==> config.mk <==
export PLATFORM = sky130hd
export DESIGN_NAME = pipeline_elastic
export DESIGN_NICKNAME = d
export VERILOG_FILES = /design/src/rtl/pipeline_elastic.sv
export SDC_FILE = /design/constraint.sdc
export NUM_CORES = 1
export LEC_CHECK = 0
export BUFFER_PORTS_ARGS = -buffer_cell sky130_fd_sc_hd__buf_4
export CORE_UTILIZATION = 60
export DETAILED_ROUTE_END_ITERATION = 7
export PLACE_DENSITY_LB_ADDON = 0.12
export SETUP_SLACK_MARGIN = 0.4
export SLEW_MARGIN = 20
export SYNTH_ARGS = -nofsm -noshare
export SYNTH_HDL_FRONTEND = slang
export SYNTH_SLANG_ARGS = --single-unit
==> constraint.sdc <==
create_clock -name i_clk -period 2.9 [get_ports i_clk]
set_input_delay 0.435 -clock i_clk [delete_from_list [all_inputs] [get_ports i_clk]]
set_output_delay 0.435 -clock i_clk [all_outputs]
set_load 0.02 [all_outputs]
==> src/rtl/pipeline_elastic.sv <==
// pipeline_elastic: p_stages-deep elastic register pipeline with per-stage valid/ready,
// synchronous flush and a registered occupancy count.
module pipeline_elastic #(
   parameter  int p_width  = 32,
   parameter  int p_stages = 8,
   localparam int p_cnt_w  = $clog2(p_stages + 1)
) (
   input  logic               i_clk,
   input  logic               i_rst_n,
   input  logic               i_flush,
   input  logic               i_valid,
   output logic               o_ready,
   input  logic [p_width-1:0] i_data,
   output logic               o_valid,
   input  logic               i_ready,
   output logic [p_width-1:0] o_data,
   output logic [p_cnt_w-1:0] o_count
);
   logic [p_stages-1:0] v_q, v_d, rdy, up_v;
   logic [p_width-1:0]  d_q [p_stages];
   logic [p_width-1:0]  d_d [p_stages];
   logic [p_width-1:0]  up_d [p_stages];
   logic [p_cnt_w-1:0]  count_q, count_d;
   logic                r, in_x, out_x;
   // a stage may advance when any stage at or beyond it is empty, or the sink accepts
   always_comb begin
      r = i_ready;
      rdy = '0;
      for (int k = p_stages - 1; k >= 0; k--) begin
         r = r | ~v_q[k];
         rdy[k] = r;
      end
      up_v[0] = i_valid;
      up_d[0] = i_data;
      for (int k = 1; k < p_stages; k++) begin
         up_v[k] = v_q[k-1];
         up_d[k] = d_q[k-1];
      end
      for (int k = 0; k < p_stages; k++) begin
         v_d[k] = i_flush ? 1'b0 : rdy[k] ? up_v[k] : v_q[k];
         d_d[k] = (rdy[k] && up_v[k] && !i_flush) ? up_d[k] : d_q[k];
      end
      o_ready = rdy[0] & ~i_flush & i_rst_n;
      o_valid = v_q[p_stages-1] & ~i_flush;
      in_x    = i_valid & o_ready;
      out_x   = o_valid & i_ready;
      count_d = i_flush ? '0 : count_q + p_cnt_w'(in_x) - p_cnt_w'(out_x);
   end
   always_ff @(posedge i_clk or negedge i_rst_n) begin
      if (!i_rst_n) begin
         v_q     <= '0;
         count_q <= '0;
         for (int k = 0; k < p_stages; k++) d_q[k] <= '0;
      end else begin
         v_q     <= v_d;
         count_q <= count_d;
         for (int k = 0; k < p_stages; k++) d_q[k] <= d_d[k];
      end
   end
   assign o_data  = d_q[p_stages-1];
   assign o_count = count_q;
endmodule

After elaboration in Yosys (flattened, before gate mapping) --
Cells that the tools add are included. W data, S select, Z words.
Word-level totals: register bits after elaboration 268, input port bits 37, output and inout port bits 38
Cells by class: $add $sub $neg 2, muxes and demuxes 17, bitwise gates (word level) 22, reductions and logical operators 25
Operators with widths (count):
- $logic_and A1 B1 Y1 | 16
- $mux W1 | 16
- $reduce_bool A2 Y1 | 8
- $not A1 Y1 | 9
- $or A1 B1 Y1 | 8
- $and A1 B1 Y1 | 5
- $add A4 B1 Y4 | 1
- $mux W4 | 1
- $sub A4 B1 Y4 | 1
- $logic_not A1 Y1 | 1

Depth between registers and ports, before layout --
Gate-level depths: netlist of the first run.
word-level depth 15, mapped depth 10, mapped depth without buffers 9

Worst setup path before layout of the first run --
OpenSTA, ideal clock, no wires.
kind input to register, start point in i_ready, end point reg count_q[3], in the netlist o_count[3], library setup time 0.083 ns, data arrival time 2.232 ns, setup slack 0.585 ns, stages 9, path buffers 0, cell sequence nand4b_1 -> or3_1 -> nand4b_1 -> ha_1 -> inv_1 -> ha_1 -> a21o_1 -> a2111o_1 -> o21ai_0
Between the ends: longest elaborated chain between the ends 14
Ends and longest elaborated chain:
- from (decl) | line 15 | input logic i_ready,
- $or A1 B1 Y1 (8 in a row) | line 30 | r = r | ~v_q[k];
- $and A1 B1 Y1 (2 in a row) | line 43 | o_ready = rdy[0] & ~i_flush & i_rst_n;
- $and A1 B1 Y1 | line 45 | in_x = i_valid & o_ready;
- $add A4 B1 Y4 | line 47 | count_d = i_flush ? '0 : count_q + p_cnt_w'(in_x) - p_cnt_w'(out_x);
- $sub A4 B1 Y4 * | line 47
- $mux W4 * | line 47
- net count_d[3] | line 23 | logic [p_cnt_w-1:0] count_q, count_d;
- to (signal assigned) | line 56 | count_q <= count_d;
- to (decl) | line 23
Mark *: on every way through the listed nets, which the timed path passes. The rest lies on a longest branch. A chain may end at the register's enable or synchronous reset.

Worst setup path after layout of the first run --
start point reg v_q[3], end point out o_ready
Between the ends: longest elaborated chain between the ends 7
Ends and longest elaborated chain:
- from (decl) | line 19 | logic [p_stages-1:0] v_q, v_d, rdy, up_v;
- from (signal assigned) | line 55 | v_q <= v_d;
- $not A1 Y1 | line 30
- $or A1 B1 Y1 (4 in a row) | line 30
- $and A1 B1 Y1 (2 in a row) | line 43
- to (decl) | line 12 | output logic o_ready,
Every way passes these cells.

==> results.yml, run 1 <==
min_path:
  worstHoldPathType: "input pin to async pin"
timing:
  worstMarginPinSlew_ns: 0.988
  clock.fmax_mhz: 427
  slew_viol_final: 0
  layout_min_cycle_time_ns: 2.34
  final.period_utilization_pct: 80.7
  fin_skew_ns: 0.00764
  setup_viol: 0
  hold_viol: 0
  max_slew_margin_pct: 34.1
  rsz0062_at_grt: "no"
  fin_tns_setup_ns: 0
final_layout:
  finalNetCount: 745
  drive_gt1_share_pct: 54.1
  n_antenna_cell: 0
  area_growth_syn_to_layout_pct: 13.6
clock_network:
  tritoncts: "yes"
  clk_pin_slew_ns: 0.06
  clock_buffer_depth: 3
  cts-hold-fix-buffers: 0
  numClockSinks: 268
  clock_latency_ns: 0.51
  cts_inserted_buffers: 27
  ctsRootBufferMaster: "sky130_fd_sc_hd__clkbuf_16"
  cts.htree.levels: 1
die:
  std_cell_rows: 48
  fp.dieArea_mm2: 0.0181
  die-height_um: 135
  chipWidth_um: 135
  initial_utilization_pct: 61.1
  design.core.area_mm2: 0.0172
  pin_count: 75
logic_synthesis:
  ys_types: 37
  synthDominantCellAreaShare_pct: 63.6
  synth_async_sr_flop_share_pct: 100
  synth_commonest_cells: "sky130_fd_sc_hd__dfrtp_1, sky130_fd_sc_hd__mux2_2, sky130_fd_sc_hd__buf_4, sky130_fd_sc_hd__mux2_4, sky130_fd_sc_hd__buf_2"
  syn-instance-count: 645
  synthesis.area_mm2: 0.0105
  syn_nets: 687
  post_synth.cell_area_avg_um2: 16.3
  synth_area_leaders: "sky130_fd_sc_hd__dfrtp_1, sky130_fd_sc_hd__mux2_2, sky130_fd_sc_hd__mux2_4"
  synth-main-ff-cell: "sky130_fd_sc_hd__dfrtp_1"
  seq_area_frac_synth_pct: 63.6
  synth.largest_area_cell: "sky130_fd_sc_hd__dfrtp_1"
  yosys_warnings: 0
  synthMostInstantiatedCell: "sky130_fd_sc_hd__dfrtp_1"
  synth-seq-cells: 268
  synth_enable_flop_cells: 0
drt:
  finalWirelength_um: 16100
  remaining_drc_errors: 0
  route.detailed.wl_per_inst_um: 17.0
  drtPass1Iterations: 4
  antenna_violating_nets_left: 0
  vias: 5168
  first_iter_violations: 122
  via_density_per_instance: 5.45
worst_setup_path:
  cp-endpoint: "o_ready"
  critical_path_required_ns: 2.47
  rr_worst_depth: 9
  crit_family: "simple AND/OR/NAND/NOR gates"
  timing.critical_path.buf_inv: 1
  critical_path.reg2reg.endpoint: "o_count[3]"
  arrival_ns: 1.91
  path_cells: "nand3_2 > or3_1 > and3b_1 > buf_4"
  critical_path.reg2reg.startpoint: "v_q[3]"
  r2r_slack_ns: 0.58
  crit_cells: 4
  critical_path_peak_fanout: 6
  worst_path_largest_cell_delay_ns: 0.44
  timing_worst_setup_path_type: "flip-flop to primary output"
  endpoint_kind: "primary output"
  critical_path_start: "v_q[3]"
  start_kind: "flip-flop"
  cp_slowest_cell: "sky130_fd_sc_hd__dfrtp_2"
run_status:
  status: "finished clean"
grt:
  global_route_wire_length_before_repair_um: 27400
  first_global_vias: 5379
  grt_remaining_overflow: 0
  grt_max_degree: 137
  grt.total_usage_pct: 19.1
  grt_antenna_before_repair: 0
power:
  ir_drop_mv: 0.488
  total_power_density_per_cell_area_mw_per_mm2: 731
  fin_total_pwr_mw: 8.75
  power.leakage_nw: 6.00
placed_design:
  place_hpwl_um: 10400
  portBuffers: 74
  gp_routability_congestion: 0.753
job:
  maxCapViolCount: 0
-- report_power, final --
part	internal (mW)	switching (mW)
Clock	1.93	1.31
Sequential	4.35	0.314
Combinational	0.576	0.270
Total	6.86	1.90
-- state kept, by name, summed over array words and instances (netlist names) --
name     cells
o_count      4
v_q          8
d_q        224
o_data      32
-- what timing repair did --
action,CTS,global route
endpoints found under the hold margin,0,0
buffers inserted,0,3
endpoints found under the setup margin,4,2
gates resized for setup,2,1
-- worst min path at each step --
stage | to | from | slack, ns | cells past startpoint
2_1_floorplan | d_q[100] | i_rst_n | 0.14 | 0
3_3_place_gp | d_q[134] | d_q[134] | 0.47 | 1
3_5_place_dp | o_data[6] | d_q[38] | 0.47 | 1
4_1_cts | v_q[0] | i_rst_n | 0.08 | 2
5_1_grt | v_q[1] | i_rst_n | 0.06 | 2
6_report | d_q[225] | i_rst_n | 0.003 | 2
-- kinds of logic (layout without fill, tap and decap cells) --
logic type / count (synthesis) / after routing / share of synthesized area (%)
flops: 268 / 268 / 63.6
fa+ha+maj: 5 / 5 / 0.665
mux: 256 / 256 / 28.4
compound gates: 16 / 16 / 1.25
buf+inv: 69 / 147 / 4.26
xor+xnor: 2 / 2 / 0.166
simple gates: 29 / 29 / 1.60
-- layer usage --
layer | global-route usage, % | share of wire, % | up-vias
met5 | 0 | 0 | -
met4 | 5.49 | 1.6 | 0
met3 | 3.30 | 3.6 | 19
met2 | 32.0 | 51 | 93
met1 | 26.0 | 44 | 2688
li1 | - | - | 2368
-- per-stage QoR --
| stage | worst slack, ns | util (%) | std cells | hold slack [ns] | area [um2] |
|---|---|---|---|---|---|
| 5_1_grt | 0.410 | 69.5 | 948 | 0.0557 | 12000 |
| 3_3_place_gp | 0.447 | 64.4 | 896 | 0.468 | 11100 |
| 3_5_place_dp | 0.334 | 64.4 | 896 | 0.472 | 11100 |
| 2_1_floorplan | 0.585 | - | 645 | 0.139 | 10500 |
| 6_report | 0.559 | 69.5 | 948 | 0.00338 | 12000 |
| 4_1_cts | 0.463 | 69.3 | 945 | 0.0839 | 12000 |
-- placed cells by master, fill, tap and decap left out, drive strengths merged --
cell type	netlist	routed
fa	1	1
ha	4	4
bufinv	0	1
a31oi	1	1
clkbuf	3	41
mux2	256	256
and3	1	1
xnor2	1	1
nand3	2	2
nand2b	2	2
a21o	1	1
nor2	9	9
clkinv	0	7
inv	8	8
o31ai	1	1
or3b	1	1
nand3b	1	1
dfrtp	268	268
a211o	1	1
and2	1	1
nor2b	6	6
buf	58	90
and4b	1	1
a2111o	1	1
and3b	1	1
nand2	1	1
a311oi	1	1
xor2	1	1
a311o	1	1
nand4b	2	2
a21oi	7	7
or3	1	1
o21ai	2	2
-- cell type report --
type                    instances  area [um2]
inverters                       8        30.0
well taps                     225         282
multi-input cells             308        3420
repair buffers                 90         696
fillers                      1166        5260
flip-flops and latches        268        6710
clock buffers                  41         778
clock inverters                 8        65.1
Note: power is estimated with default switching activity, not from simulation.
==> run 2: changes to the inputs <==
==> constraint.sdc (replaced) <==
create_clock -name i_clk -period 2.4 [get_ports i_clk]
set_input_delay 0.36 -clock i_clk [delete_from_list [all_inputs] [get_ports i_clk]]
set_output_delay 0.36 -clock i_clk [all_outputs]
set_load 0.02 [all_outputs]
==> results.yml, run 2 (same netlist as run 1, synthesis figures left out) <==
worst_setup_path:
  timing_worst_setup_path_type: "flip-flop to flip-flop"
  critical_path_required_ns: 2.81
  path_cells: "nand3_2 > or3_4 > nand4b_1 > ha_2 > inv_2 > ha_4 > fa_2 > nor2b_4"
  arrival_ns: 2.54
  critical_path.reg2reg.startpoint: "v_q[4]"
  r2r_slack_ns: 0.27
  critical_path_peak_fanout: 3
  start_kind: "flip-flop"
  cp_slowest_cell: "sky130_fd_sc_hd__fa_2"
  worst_path_largest_cell_delay_ns: 0.43
  endpoint_kind: "flip-flop"
  critical_path_start: "v_q[4]"
power:
  p_int_mw: 8.50
  total_power_density_per_cell_area_mw_per_mm2: 883
  power.leakage_nw: 6.13
  ir_drop_mv: 0.729
  p_clk_share_pct: 38.5
  power_frac_seq_pct: 51.9
  fin_total_pwr_mw: 10.8
  power.net_switching_mw: 2.35
  switching_share_pct: 21.7
  power.share.combinational_pct: 9.7
clock_network:
  clk_pin_slew_ns: 0.06
  cts.htree.levels: 1
  clock_latency_ns: 0.52
  clock_buffer_depth: 3
  ctsRootBufferMaster: "sky130_fd_sc_hd__clkbuf_16"
  tritoncts: "yes"
  cts_inserted_buffers: 26
  numClockSinks: 268
grt:
  global_route_wire_length_before_repair_um: 28200
  grt_max_degree: 145
  first_global_vias: 5502
  grt.total_usage_pct: 19.8
  grt_remaining_overflow: 0
  grt_antenna_before_repair: 0
drt:
  via_density_per_instance: 5.43
  first_iter_violations: 161
  finalWirelength_um: 16900
  drtPass1Iterations: 4
  remaining_drc_errors: 0
  route.detailed.wl_per_inst_um: 17.6
  antenna_violating_nets_left: 0
  vias: 5208
placed_design:
  place_hpwl_um: 10500
  numPlacedInstances: 901
  post-place-ws_ns: 0.0591
  portBuffers: 74
  dpl-instance-area_mm2: 0.0112
  gp_routability_congestion: 0.770
timing:
  max_slew_margin_pct: 49.6
  rsz0062_at_grt: "yes"
  layout_min_cycle_time_ns: 2.13
  post-route-worst-setup-slack_ns: 0.273
  hold_viol: 0
  fin_tns_setup_ns: 0
  clock.fmax_mhz: 470
  final.period_utilization_pct: 88.6
  fin_skew_ns: 0.00702
  worstMarginPinSlew_ns: 0.757
  slew_viol_final: 0
  setup_viol: 0
run_status:
  status: "finished clean"
die:
  chipWidth_um: 135
  std_cell_rows: 48
  initial_utilization_pct: 61.1
  design.core.area_mm2: 0.0172
  pin_count: 75
  fp.dieArea_mm2: 0.0181
  die-height_um: 135
final_layout:
  n_antenna_cell: 0
  finalNetCount: 758
  largest_register_ffs: 224
  filler_cell_count: 1116
  layout.cells.non_filler: 960
  most_used_cells_in_the_layout_excluding_fill_and_tap_cells: "sky130_fd_sc_hd__dfrtp_1, sky130_fd_sc_hd__mux2_2, sky130_fd_sc_hd__buf_4, sky130_fd_sc_hd__mux2_4, sky130_fd_sc_hd__clkbuf_16"
  final_common_cell: "sky130_fd_sc_hd__dfrtp_1"
  design_area_mm2: 0.0123
  drive_gt1_share_pct: 56.9
  regMostFlops: "d_q"
  area_growth_syn_to_layout_pct: 16.5
min_path:
  worstHoldPathType: "input pin to flip-flop"
  worstHoldStart: "i_data[31]"
job:
  maxCapViolCount: 0
## run 2: cell count changes in the layout (fill, tap and decap cells not counted), sizes merged
cell and change:
buf +13, bufinv +2, clkbuf -5, dlygate4sd3 +1, inv +1
## run 2: final cells by class
class                   count  area [um2]  area share [%]
repair buffers            104         902            7.35
well taps                 225         282            2.29
inverters                   8        30.0           0.244
clock inverters            11         134            1.09
clock buffers              36         759            6.18
multi-input cells         308        3470            28.2
flip-flops and latches    268        6710            54.6
## run 2: power groups by stage
stage,logic [mW],registers (mW),clock network [mW]
CTS,1.07,5.63,4.28
finish,1.05,5.62,4.17
floorplan,0.803,5.57,0
detailed placement,1.04,5.71,0
global placement,0.992,5.67,0
global route,1.16,5.72,4.44
## run 2: worst paths after layout
path | to | depth (start not counted)
worst max-delay path | o_count[1] | 8
worst min-delay path | d_q[255] | 2
worst max register to register | o_count[1] | 8
worst min register to register | d_q[255] | 1
max in group asynchronous | d_q[87] | 4
min in group asynchronous | d_q[196] | 4
## run 2: worst max-delay path: cells and delay by family, from the launching register on
kind | cells | cell delay [ns]
buf+inv | 1 | 0.06
flops | 1 | 0.37
simple gates | 4 | 0.74
fa+ha+maj | 3 | 0.84
## run 2: timing repair
item | CTS | global route
hold endpoints to repair | 28 | 0
setup endpoints to repair | 6 | 42
resized for setup | 6 | 7
pin swaps | 2 | 4
hold buffers | 2 | 0
buffers inserted | 8 | 2
## run 2: per-layer routing
| layer | vias up | routed length, um | track usage (%) |
|---|---|---|---|
| met3 | 27 | 637 | 3.12 |
| li1 | 2376 | - | - |
| met2 | 107 | 8200 | 32.2 |
| met5 | - | 0 | 0 |
| met1 | 2698 | 7730 | 27.6 |
| met4 | 0 | 292 | 6.12 |
## run 2: through the flow
| stage | hold slack, ns | util [%] |
|---|---|---|
| final | 0.0489 | 71.3 |
| after global routing | 0.0360 | 71.3 |
| after CTS | 0.0286 | 71.0 |
| after detailed placement | 0.437 | 65.2 |
| after global placement | 0.423 | 65.2 |
| after floorplan | 0.0644 | - |
